`src/rtl/led_matrix_pkg.sv`:
```
// Shared types for the 8x8 LED matrix scanner.
// Row/column geometry and scan FSM state encoding.
package led_matrix_pkg;

  localparam int ROWS = 8;
  localparam int COLS = 8;

  typedef enum logic [1:0] {
    IDLE  = 2'd0,
    BLANK = 2'd1,
    DRIVE = 2'd2
  } scan_state_t;

  typedef logic [2:0] row_t;

endpackage

```
`src/rtl/scan_timer.sv`:
```
// Reloadable down-counter; done on terminal count 1.
// done_next predicts done for the following cycle.
module scan_timer #(
  parameter int W = 16
) (
  input  logic         clk,
  input  logic         reset,
  input  logic         load,
  input  logic [W-1:0] load_value,
  output logic         done,
  output logic         done_next
);

  logic [W-1:0] count;

  always_ff @(posedge clk) begin
    if (reset) begin
      count <= '0;
    end else if (load) begin
      count <= load_value;
    end else if (count != '0) begin
      count <= count - 1'b1;
    end
  end

  assign done = (count == W'(1));

  // widened compare so a 1-bit timer cannot alias 2 onto 0
  always_comb begin
    done_next = 1'b0;
    if (load) begin
      done_next = (load_value == W'(1));
    end else begin
      done_next = ({1'b0, count} == (W+1)'(2));
    end
  end

endmodule

```
`src/rtl/led_matrix_scanner.sv`:
```
// Double-buffered 8x8 LED row scanner with blanking gaps.
// Outputs are registered from next-state values.
module led_matrix_scanner
  import led_matrix_pkg::*;
#(
  parameter int DWELL_CYCLES = 4096,
  parameter int BLANK_CYCLES = 16
) (
  input  logic                 clk,
  input  logic                 reset,
  input  logic [ROWS*COLS-1:0] grid,
  input  logic                 grid_valid,
  output logic [ROWS-1:0]      row_sel,
  output logic [COLS-1:0]      col_data,
  output logic                 frame_done
);

  localparam int MAXC =
    (DWELL_CYCLES > BLANK_CYCLES) ?
    DWELL_CYCLES : BLANK_CYCLES;
  localparam int TW = $clog2(MAXC + 1);
  localparam logic [TW-1:0] DWELL_V = TW'(DWELL_CYCLES);
  localparam logic [TW-1:0] BLANK_V = TW'(BLANK_CYCLES);
  localparam row_t LAST_ROW = row_t'(ROWS - 1);

  scan_state_t state, state_d;
  row_t        row, row_d;

  logic [ROWS*COLS-1:0] disp_buf, disp_d;
  logic [ROWS*COLS-1:0] stage_buf, stage_d;
  logic                 pending, pending_d;

  logic [ROWS-1:0] row_sel_d;
  logic [COLS-1:0] col_data_d;
  logic            frame_done_d;

  logic          ld;
  logic [TW-1:0] ld_val;
  logic          tdone;
  logic          tdone_next;
  logic          swap;

  scan_timer #(
    .W (TW)
  ) u_timer (
    .clk        (clk),
    .reset      (reset),
    .load       (ld),
    .load_value (ld_val),
    .done       (tdone),
    .done_next  (tdone_next)
  );

  always_ff @(posedge clk) begin
    if (reset) begin
      state      <= IDLE;
      row        <= '0;
      disp_buf   <= '0;
      stage_buf  <= '0;
      pending    <= 1'b0;
      row_sel    <= '0;
      col_data   <= '0;
      frame_done <= 1'b0;
    end else begin
      state      <= state_d;
      row        <= row_d;
      disp_buf   <= disp_d;
      stage_buf  <= stage_d;
      pending    <= pending_d;
      row_sel    <= row_sel_d;
      col_data   <= col_data_d;
      frame_done <= frame_done_d;
    end
  end

  always_comb begin
    state_d   = state;
    row_d     = row;
    disp_d    = disp_buf;
    stage_d   = stage_buf;
    pending_d = pending;
    ld        = 1'b0;
    ld_val    = BLANK_V;
    swap      = 1'b0;

    if (grid_valid) begin
      stage_d = grid;
    end

    unique case (state)
      IDLE: begin
        if (grid_valid) begin
          state_d   = BLANK;
          row_d     = '0;
          disp_d    = grid;
          pending_d = 1'b0;
          ld        = 1'b1;
          ld_val    = BLANK_V;
        end
      end
      BLANK: begin
        if (tdone) begin
          state_d = DRIVE;
          ld      = 1'b1;
          ld_val  = DWELL_V;
        end
      end
      DRIVE: begin
        if (tdone) begin
          state_d = BLANK;
          ld      = 1'b1;
          ld_val  = BLANK_V;
          if (row == LAST_ROW) begin
            row_d = '0;
            swap  = 1'b1;
          end else begin
            row_d = row + 1'b1;
          end
        end
      end
      default: begin
        state_d = IDLE;
      end
    endcase

    if (state != IDLE && grid_valid && !swap) begin
      pending_d = 1'b1;
    end

    // a strobe on the swap cycle bypasses the stage buffer
    if (swap) begin
      if (grid_valid) begin
        disp_d    = grid;
        pending_d = 1'b0;
      end else if (pending) begin
        disp_d    = stage_buf;
        pending_d = 1'b0;
      end
    end
  end

  always_comb begin
    row_sel_d    = '0;
    col_data_d   = '0;
    frame_done_d = 1'b0;
    if (state_d == DRIVE) begin
      row_sel_d    = 8'd1 << row_d;
      col_data_d   = disp_d[{row_d, 3'b000} +: COLS];
      frame_done_d = (row_d == LAST_ROW) && tdone_next;
    end
  end

endmodule
```
`config.mk`:
```
export PLATFORM = sky130hd
export DESIGN_NAME = led_matrix_scanner
export DESIGN_NICKNAME = d
export VERILOG_FILES = /design/src/rtl/led_matrix_pkg.sv /design/src/rtl/scan_timer.sv /design/src/rtl/led_matrix_scanner.sv
export SDC_FILE = /design/constraint.sdc
export NUM_CORES = 1
export LEC_CHECK = 0
export CORE_MARGIN = 3
export CORE_UTILIZATION = 35
export DETAILED_ROUTE_END_ITERATION = 8
export GPL_TIMING_DRIVEN = 0
export PLACE_DENSITY = 0.5
export SLEW_MARGIN = 20
export SYNTH_ARGS = -nofsm -noshare
export SYNTH_HDL_FRONTEND = slang
export SYNTH_HIERARCHICAL = 1
export SYNTH_SLANG_ARGS = --single-unit
export TNS_END_PERCENT = 100
```
`constraint.sdc`:
```
create_clock -name clk -period 3.4 [get_ports clk]
set_clock_uncertainty 0.2 [all_clocks]
set_input_delay 0.68 -clock clk [delete_from_list [all_inputs] [get_ports clk]]
set_output_delay 0.68 -clock clk [all_outputs]
set_load 0.01 [all_outputs]
```
==> impl_metrics.json <==
{
  "status": "finished with violations",
  "failed_checks": "setup timing",
  "rsz0062_at_grt": "yes",
  "core_area_um2": 22230,
  "synthAdderAreaFrac": 0.01549,
  "min_period_ps": 3401,
  "drive_gt1_frac": 0.1302,
  "finalWirelength_um": 28470,
  "placed_cell_area_um2": 9325,
  "maxCapViolCount": 0,
  "setup-tns-final_ps": -0.8245,
  "cts_root_buffer": "clkbuf_16",
  "report.final.slew_viol_count": 0,
  "synth_edf_count": 0,
  "ys.flop_type": "dfxtp_1",
  "via_per_inst": 5.890,
  "setup_viol": 1,
  "drcViolationCount": 0,
  "yosys.area_share.simple": 0.2067,
  "crit_required_ps": 3440,
  "final_common_cell": "dfxtp_1",
  "initial_core_util": 0.3633,
  "worstSetupPathType": "reg -> reg",
  "tightest_slew_ps": 788.2,
  "final_min_period_over_clock_period": 1.000,
  "crit_path_start": "u_timer/count[10]$_SDFFE_PP0P_",
  "drt_first_pass_iters": 7,
  "hold_path.class": "reg -> reg",
  "ys_warn_count": 6,
  "portBuffers": 82,
  "hold_violations": 0,
  "synth_compound_area_frac": 0.2209,
  "ys_async_sr_fraction": 0,
  "total_power_uw": 5055,
  "antenna_found_initial": 0,
  "clk_latency_ps": 430,
  "clk_pin_slew_ps": 60,
  "power_density_nw_per_um2": 483.4,
  "syn_area_per_cell_um2": 9.104,
  "worst_slack_ps": -0.8245,
  "htreeDepth": 4,
  "final_util": 0.4704,
  "relSlewSlack": 0.4746,
  "synth_cell_types": 53,
  "cts_tree": "done",
  "ant_nets": 0,
  "cp.arrival_ps": 3440,
  "p_leak_uw": 0.004280,
  "r2r_setup_slack_ps": -0.8,
  "grt_max_degree": 17,
  "syn-instance-count": 887,
  "cp_max_fo": 6,
  "place_hpwl_um": 19650,
  "fin_area_um2": 10460,
  "drt_first_iter_violations": 607,
  "syn2layout_area_growth_pct": 29.49,
  "wl_per_cell_um": 21.62,
  "fmax_mhz": 294.0,
  "synth_seq_cells": 164,
  "io_pins": 84,
  "grt_pass1_vias": 7343,
  "synth_top_family_by_area": "compound AO/OA/AOI/OAI gates",
  "cts.sinks": 164,
  "synth_xor_area_frac": 0.01085,
  "vias": 7757,
  "grt_overflow": 0,
  "synth.cell_area_um2": 8075,
  "final_cell_mix": "162 x dfxtp_1, 109 x nor2_1, 82 x clkdlybuf4s50_1",
  "ir_worst_vdd_mv": 0.3030,
  "seq_area_frac_synth": 0.4066,
  "die_width_um": 157.9,
  "die_area_um2": 24930,
  "holdBufCountCts": 0,
  "routabilityCongestion": 0.8390,
  "cp-start-kind": "flip-flop",
  "grtUsageTotal": 0.2255,
  "final_nets": 1104,
  "die_y_um": 157.9,
  "cp-end-kind": "flip-flop",
  "rows": 54,
  "min-delay-start": "stage_buf[22]$_SDFFE_PP0P_",
  "synth_mux_area_frac": 0.08708,
  "grt_pass1_wl_um": 43520,
  "cts_buffer_depth": 2,
  "r2r_start": "u_timer/count[10]$_SDFFE_PP0P_",
  "numCtsBuffers": 17,
  "n_antenna_cell": 0
}
[layout make-up]
| class | instances | area (µm²) |
|---|---|---|
| buffer | 96 | 469.2 |
| clock buffer | 21 | 470.5 |
| clock inverter | 8 | 173.9 |
| fill | 2204 | 11770 |
| inverter | 7 | 26.28 |
| multi-input combinational | 641 | 4698 |
| sequential | 164 | 3286 |
| tap | 280 | 350.3 |
| timing repair buffer | 100 | 982.2 |
[path summary, 6_finish.rpt]
| check | to | cells after the start |
|---|---|---|
| setup / recovery | col_data[2]$_SDFF_PP0_ | 11 |
| hold / removal | stage_buf[22]$_SDFFE_PP0P_ | 2 |
| setup reg to reg | col_data[2]$_SDFF_PP0_ | 11 |
| hold reg to reg | stage_buf[22]$_SDFFE_PP0P_ | 2 |
[cells by family after synthesis]
logic type                 after synthesis
and+or+nand+nor                        312
AOI/OAI and AO/OA                      216
DFF                                    164
buffers and inverters                  104
muxes                                   70
adders and majority gates               10
xor gates and xnor gates                10
other                                    1
[layer usage]
layer  share of wire  global-route usage
met1            0.47              0.3315
met2            0.45              0.3397
met3           0.058             0.03609
met4           0.020             0.06777
met5               0                   0
[per-stage QoR]
step / setup slack (ps) / hold WS (ps) / cells
floorplan: 297.1 / 260.5 / 908
global placement: -817.7 / 276.6 / 1270
detailed placement: -847.1 / 281.5 / 1270
CTS: 3.463 / 299.9 / 1315
global route: -87.61 / 327.2 / 1317
finish: -0.8245 / 294.9 / 1317
[synth_stat cells, types with 8 or more instances]
cell      instances  share of area
o22ai_1          32          0.025
o32ai_1          64          0.069
buf_2            22          0.014
nand4b_1          8         0.0087
a221oi_1         64          0.069
ha_1             10          0.015
nor2_1          110          0.051
o211ai_1         24          0.022
mux2i_1          68          0.084
nor3_1           70          0.043
clkbuf_1         69          0.032
nor2b_1           8         0.0062
and3_1           67          0.052
o211a_1          15          0.019
dfxtp_1         164           0.41
[registers in the layout, summed over array words and instances, names as in the netlist]
signal,flops
disp_buf,64
stage_buf,64
u_timer/count,13
col_data,8
row_sel,8
row,3
state,2
frame_done,1
pending,1
[power breakdown]
group	total (µW)	internal, µW	switching (µW)
clock network	2150	1350	799
registers	2130	2050	80.9
logic	774	347	427
total	5060	3750	1310
[repair_timing]
action / in CTS / in global routing
pin swaps: 8 / 10
setup buffers: 14 / 2
gates resized for setup: 59 / 22
gates cloned: 2 / 1
setup endpoints to repair: 90 / 25
[critical path, stage by stage (launching register included)]
cell and delay, ps:
dfxtp_2 320, or4_4 580, nor4bb_4 320, and2_4 240, buf_8 130, mux2_4 300
a22oi_2 210, buf_4 170, nor4_4 60, clkbuf_8 210, o211ai_1 190, nand4b_1 270
Power figures use the tool's default switching activity.
